===== config.mk =====
export PLATFORM = sky130hd
export DESIGN_NAME = ex_div
export DESIGN_NICKNAME = d
export VERILOG_FILES = /design/src/rtl/ex_div_pkg.sv /design/src/rtl/ex_div.sv
export SDC_FILE = /design/constraint.sdc
export NUM_CORES = 1
export LEC_CHECK = 0
export BUFFER_PORTS_ARGS = -buffer_cell sky130_fd_sc_hd__buf_4
export CORE_ASPECT_RATIO = 2
export CORE_UTILIZATION = 64
export CTS_CLUSTER_SIZE = 12
export DETAILED_ROUTE_END_ITERATION = 12
export GPL_TIMING_DRIVEN = 0
export HOLD_SLACK_MARGIN = 0.08
export PLACE_DENSITY = 0.94
export SYNTH_ARGS = -nofsm -noshare
export SYNTH_HDL_FRONTEND = slang
export SYNTH_SLANG_ARGS = --single-unit

===== constraint.sdc =====
create_clock -name clk -period 4.4 [get_ports clk]
set_input_delay 0.66 -clock clk [delete_from_list [all_inputs] [get_ports clk]]
set_output_delay 0.66 -clock clk [all_outputs]
set_load 0.01 [all_outputs]

===== src/rtl/ex_div_pkg.sv =====
// Shared constants and state type for the EX-stage divider.
package ex_div_pkg;

   localparam int unsigned RegBus       = 32;
   localparam int unsigned DoubleRegBus = 64;

   localparam logic [RegBus-1:0] ZeroWord = '0;

   localparam logic DivResultReady    = 1'b1;
   localparam logic DivResultNotReady = 1'b0;
   localparam logic DivStart          = 1'b1;
   localparam logic DivStop           = 1'b0;

   typedef enum logic [1:0] {
      DivFree   = 2'b00,
      DivByZero = 2'b01,
      DivOn     = 2'b10,
      DivEnd    = 2'b11
   } div_state_e;

endpackage


===== src/rtl/ex_div.sv =====
// 32-iteration restoring divider for the EX stage; returns {remainder, quotient}
// with a level start / ready handshake and flush cancellation.
module ex_div
   import ex_div_pkg::*;
(
   input  logic                    clk,
   input  logic                    rst,
   input  logic                    signed_div_i,
   input  logic [RegBus-1:0]       opdata1_i,
   input  logic [RegBus-1:0]       opdata2_i,
   input  logic                    start_i,
   input  logic                    annul_i,
   output logic [DoubleRegBus-1:0] result_o,
   output logic                    ready_o
);

   div_state_e              state, state_n;
   logic [5:0]              cnt, cnt_n;
   logic [64:0]             sr, sr_n;
   logic [RegBus-1:0]       divisor, divisor_n;
   logic                    sdiv, sdiv_n;
   logic                    sign1, sign1_n;
   logic                    sign2, sign2_n;
   logic [DoubleRegBus-1:0] result, result_n;
   logic                    ready, ready_n;

   logic [RegBus:0]         diff;
   logic [RegBus-1:0]       abs1, abs2, quo_fix, rem_fix;

   always_ff @(posedge clk) begin
      if (rst) begin
         state   <= DivFree;
         cnt     <= '0;
         sr      <= '0;
         divisor <= ZeroWord;
         sdiv    <= 1'b0;
         sign1   <= 1'b0;
         sign2   <= 1'b0;
         result  <= '0;
         ready   <= DivResultNotReady;
      end else begin
         state   <= state_n;
         cnt     <= cnt_n;
         sr      <= sr_n;
         divisor <= divisor_n;
         sdiv    <= sdiv_n;
         sign1   <= sign1_n;
         sign2   <= sign2_n;
         result  <= result_n;
         ready   <= ready_n;
      end
   end

   // Shift register holds {partial remainder, dividend/quotient, spare LSB};
   // the partial remainder at step k is below 2^(k-1), so bit 64 never matters to the compare.
   always_comb begin
      state_n   = state;
      cnt_n     = cnt;
      sr_n      = sr;
      divisor_n = divisor;
      sdiv_n    = sdiv;
      sign1_n   = sign1;
      sign2_n   = sign2;
      result_n  = result;
      ready_n   = ready;

      abs1 = (signed_div_i && opdata1_i[31]) ? (~opdata1_i + 32'd1) : opdata1_i;
      abs2 = (signed_div_i && opdata2_i[31]) ? (~opdata2_i + 32'd1) : opdata2_i;
      diff = {1'b0, sr[63:32]} - {1'b0, divisor};

      quo_fix = (sdiv && (sign1 ^ sign2)) ? (~sr[31:0] + 32'd1) : sr[31:0];
      rem_fix = (sdiv && sign1) ? (~sr[64:33] + 32'd1) : sr[64:33];

      unique case (state)
         DivFree: begin
            if (start_i == DivStart && !annul_i) begin
               if (opdata2_i == ZeroWord) begin
                  state_n = DivByZero;
               end else begin
                  state_n   = DivOn;
                  cnt_n     = '0;
                  sr_n      = {ZeroWord, abs1, 1'b0};
                  divisor_n = abs2;
                  sdiv_n    = signed_div_i;
                  sign1_n   = opdata1_i[31];
                  sign2_n   = opdata2_i[31];
               end
            end
         end
         DivByZero: begin
            state_n  = DivEnd;
            result_n = '0;
            ready_n  = DivResultReady;
         end
         DivOn: begin
            if (annul_i) begin
               state_n = DivFree;
               cnt_n   = '0;
            end else if (cnt != 6'd32) begin
               if (diff[32])
                  sr_n = {sr[63:0], 1'b0};
               else
                  sr_n = {diff[31:0], sr[31:0], 1'b1};
               cnt_n = cnt + 6'd1;
            end else begin
               result_n = {rem_fix, quo_fix};
               ready_n  = DivResultReady;
               state_n  = DivEnd;
               cnt_n    = '0;
            end
         end
         DivEnd: begin
            if (start_i == DivStop) begin
               state_n  = DivFree;
               result_n = '0;
               ready_n  = DivResultNotReady;
            end
         end
         default: state_n = DivFree;
      endcase
   end

   assign result_o = result;
   assign ready_o  = ready;

endmodule

# After elaboration in Yosys (flattened, before gate mapping)
# Index checks and enable logic that the tools add are counted.
[word_totals]
in_bits = 69
out_inout_bits = 65
word_cells = 76
regBits = 173
latchBits = 0
ram_bits = 0
romBits = 0
memories = 0
[classes]
reduce_logical = 15
n_bitwise = 6
shifts = 0
n_eq_ne = 11
muxes = 29
n_lt_le_gt_ge = 0
n_div = 0
n_mul = 0
n_addsub = 6
[ops]
columns = ["op", "count"]
rows = [
  ["$mux 65", 5],
  ["$mux 64", 3],
  ["$pmux 64 s3", 1],
  ["$pmux 65 s2", 1],
  ["$add 32x1->32 const B", 4],
  ["$mux 32", 4],
  ["$not 32->32", 4],
  ["$sub 32x32->33", 1],
  ["$logic_not 32->1", 1],
  ["$mux 6", 4],
  ["$ne 2x2->1 const B", 6],
  ["$pmux 6 s2", 1],
  ["$mux 2", 5],
  ["$reduce_and 3->1", 3],
  ["$pmux 2 s4", 1],
  ["$add 6x1->6 const B", 1],
  ["$ne 6x6->1 const B", 1],
  ["$logic_and 1x1->1", 5],
  ["$reduce_and 5->1", 1],
  ["$eq 2x2->1 const B", 2],
  ["$reduce_and 4->1", 1],
  ["$mux 1", 3],
  ["$ne 3x3->1 const B", 1],
  ["$pmux 1 s3", 1],
  ["7 further kinds", 7],
]

# Longest topological paths before layout
[depth]
ltp_word = 6
mapped_depth = 13
ltp_nobuf = 11

# Worst setup path before layout
# No wires, ideal clock.
[synth_timing]
path_kind = "register to register"
from = "reg sr[32]"
to = "reg sr[62]"
required_time_ns = 4.280
slack_ns = 1.469
setup_ns = 0.120
path_buffers = 2
synth_period_minus_slack_ns = 2.931
path_stages_with_launch = 13
arrival_ns = 2.811
path_cell_list = "dfxtp_1 -> inv_1 -> ha_1 -> fa_1 -> nand2b_1 -> a21oi_1 -> o41ai_1 -> a31o_2 -> a41oi_1 -> clkbuf_1 -> clkbuf_1 -> nor2_1 -> a211o_1"
[synth_via]
elab_chain_cells = 5
[synth_lines]
columns = ["item", "line_no", "rtl"]
rows = [
  ["start: declaration", "ex_div.sv:19", "logic [64:0] sr, sr_n;"],
  ["start signal: assignment", "ex_div.sv:44", "sr <= sr_n;"],
  ["$sub 32x32->33", "ex_div.sv:69", "diff = {1'b0, sr[63:32]} - {1'b0, divisor};"],
  ["$mux 65", "ex_div.sv:100", "if (diff[32])"],
  ["$mux 65", "ex_div.sv:99", "end else if (cnt != 6'd32) begin"],
  ["$mux 65", "ex_div.sv:96", "if (annul_i) begin"],
  ["$pmux 65 s2", "ex_div.sv:74", "unique case (state)"],
]
# Every way passes these cells. The select of a mux whose other input is x is not followed.
# A chain may end at the register's enable or synchronous reset.

# Worst setup path after layout
[layout_timing]
from = "reg sr[32]"
to = "reg sr[35]"
# The elaborated chain is that of the path after synthesis.

==> impl_metrics.ini <==
[pwr]
sw_frac_of_total_pct = 29.9
vdd_ir_drop_max_mv = 0.258
p_leak_nw = 5.27
internal-power_mw = 2.97
p_switching_mw = 1.27
power_frac_seq_pct = 39.6
clkPwrFrac_pct = 40.9
p_per_area_mw_per_mm2 = 330
combPwrFrac_pct = 19.5

[setup_path]
cp_slowest_cell = clkbuf_1
end_kind = flip-flop
criticalPathCategory = flip-flop to flip-flop
reg2reg_depth = 12
cp_max_fo = 10
cp_slowest_stage_delay_ps = 470
worstPathCellList = inv_1 > ha_1 > fa_1 > nand2b_1 > a21oi_1 > o41ai_1 > a31o_2 > a41oi_1 > clkbuf_1 > clkbuf_1 > a31oi_1 > o21ai_0
start_kind = flip-flop
cp.arrival_ps = 4540
cp.required_ps = 4710
cp_common_cell = clkbuf_1

[synthesis]
async_flop_share_pct = 0
synthCells = 1407
synth-seq-cells = 173
synth_edf_count = 0
yosysSeqAreaShare_pct = 31.7
yosys_warnings = 0
yosysUniqueCellTypes = 67
synth_area_mm2 = 0.0109
ys.flop_type = dfxtp_1
synth_nets = 1516
syn-mean-instance-area_um2 = 7.76

[sta]
slew_headroom_pct = 19.1
final.setup_skew_ps = 11.0
hold_viol = 0
rsz0062_at_grt = no
fin_hold_ws_ps = 487
finalCriticalPeriod_ps = 4230
setup_viol = 0
setup_tns_ps = 0
fmax_mhz = 237
maxSlewViolCount = 0
worst_pin_slew_ps = 1200
period_share_pct = 96.0

[final_layout]
final_util_pct = 77.0
drive_gt1_share_pct = 11.6
multi_input_area_mm2 = 0.00693
seq_area_mm2 = 0.00346
nets = 1667
syn2layout_area_growth_pct = 17.7
fill_cells = 1221
instances_no_fill = 1779

[detailed_routing]
antenna_left = 0
first_pass_iters = 7
drt_iter0_drc = 1098
finalWirelength_um = 39000
via_per_inst = 6.66
wire_per_inst_um = 21.9
post-route-drc-count = 0
via_count = 11800

[placed_design]
dp_cells = 1746
hpwl_um = 29100
io_buffers = 132
place.gp.congestion = 1.04

[clock_network]
clock_path_buffers = 2
worstSkewPairLatency_ps = 440
postCtsSetupBuffers = 0
cts_tree = done
numCtsBuffers = 17
htree_levels = 4
cts.sinks = 173
cts-root-buf = clkbuf_16
ctsResizeCount = 0
holdBufCountCts = 0
clk_pin_slew_ps = 70

[global_routing]
grt_usage_pct = 45.5
overflow = 0
grt_max_degree = 17
grt_pass1_wl_um = 60700
antenna_found_initial = 1
grt_pass1_vias = 12000

[min_path]
worstHoldPathType = flip-flop to flip-flop
holdPathStages = 1

[floorplan]
die_y_um = 187
fp-row-count = 67
die_w_um = 94.3
coreArea_mm2 = 0.0167
start_util_pct = 65.4
ioPinCount = 134
dieArea_mm2 = 0.0176

[run_status]
status = completed

[job]
cap_violations = 0
power groups by stage:
stage / clock network [mW] / registers (mW) / logic (mW)
6_report: 1.73 / 1.68 / 0.826
3_5_place_dp: 0 / 1.71 / 0.784
2_1_floorplan: 0 / 1.69 / 0.536
4_1_cts: 1.72 / 1.67 / 0.797
3_3_place_gp: 0 / 1.70 / 0.771
5_1_grt: 1.77 / 1.68 / 0.892
critical path, delay by kind of cell, from the launching register on:
kind / cells / cell delay (ps)
AOI/OAI and AO/OA: 6 / 1950
buffers and inverters: 3 / 930
adders and majority gates: 2 / 620
DFF: 1 / 360
and+or+nand+nor: 1 / 230
path summary, 6_finish.rpt:
| kind | startpoint | endpoint | slack [ps] |
|---|---|---|---|
| setup / recovery | sr[32] | sr[35] | 170 |
| hold / removal | result_o[62] | result_o[62] | 490 |
| setup reg to reg | sr[32] | sr[35] | 170 |
| hold reg to reg | result_o[62] | result_o[62] | 490 |
final cells by class:
cell class / instances / area share [%]
Antenna cell: 1 / 0.0195
Buffer: 81 / 2.55
Clock buffer: 19 / 3.45
Clock inverter: 13 / 1.75
Inverter: 53 / 1.55
Multi-Input combinational cell: 1100 / 54.0
Sequential cell: 173 / 27.0
Tap cell: 207 / 2.02
Timing Repair Buffer: 132 / 7.72
sequential cells by signal, summed over array words and instances, names as in the netlist:
signal	flops
sr	65
divisor	32
ready_o	1
sdiv	1
sign2	1
sign1	1
result_o	64
cnt	6
state	2
layer usage:
layer | GRT usage [%] | vias to the layer above | share of wire (%)
met5 | 0 | - | 0
met4 | 45.0 | 0 | 12
met3 | 13.2 | 308 | 8.1
met2 | 79.7 | 731 | 51
met1 | 38.4 | 5438 | 29
li1 | - | 5366 | -
synthesized netlist by cell type (all sizes together), types with 13 or more instances:
cell / number / share of area (%)
a211oi: 44 / 3.0
a21oi: 118 / 5.4
a22o: 17 / 1.4
a22oi: 44 / 3.0
buf: 16 / 0.77
clkbuf: 65 / 2.2
dfxtp: 173 / 32
ha: 39 / 4.5
inv: 53 / 1.8
mux2i: 21 / 1.9
nand2: 128 / 4.4
nand2b: 13 / 0.75
nand3: 22 / 1.0
nor2: 184 / 6.4
nor3: 23 / 1.1
nor4: 19 / 1.2
o211ai: 22 / 1.5
o21ai: 88 / 4.0
o31ai: 21 / 1.5
o41ai: 13 / 1.0
or4: 16 / 1.2
xnor2: 65 / 5.2
xor2: 75 / 6.0
cells by family after synthesis:
kind of cell / synth area share (%)
and+or+nand+nor: 19.6
xor gates and xnor gates: 11.2
buffers and inverters: 4.83
DFF: 31.7
AOI/OAI and AO/OA: 26.0
muxes: 1.93
adders and majority gates: 4.65
cell usage in the layout (no fill, tap or decap), types with 11 or more instances in the layout:
cell type	synthesis	routed
xor2_1	75	75
nand2b_1	13	13
o21ai_0	87	87
inv_1	53	53
dfxtp_1	173	173
o41ai_1	13	13
o31ai_1	20	20
a21oi_1	117	117
ha_1	39	39
nand3_1	22	22
a21o_1	11	11
mux2i_1	21	21
a22oi_1	44	44
or4_1	12	12
nand2_1	128	128
o211ai_1	22	22
xnor2_1	65	65
a22o_1	17	17
nor2_1	183	183
clkbuf_16	0	17
nor3_1	23	23
nor4_1	18	17
clkbuf_1	65	66
or3_1	12	12
a211oi_1	44	44
buf_4	3	135
stage by stage:
stage               total power [mW]  setup WS (ps)  cell area (um^2)
floorplan                       2.23           1470             10900
global placement                2.48            666             12200
CTS                             4.19            478             12800
detailed placement              2.49            584             12200
global route                    4.35            152             12800
finish                          4.23            175             12800
Power figures use the tool's default switching activity.
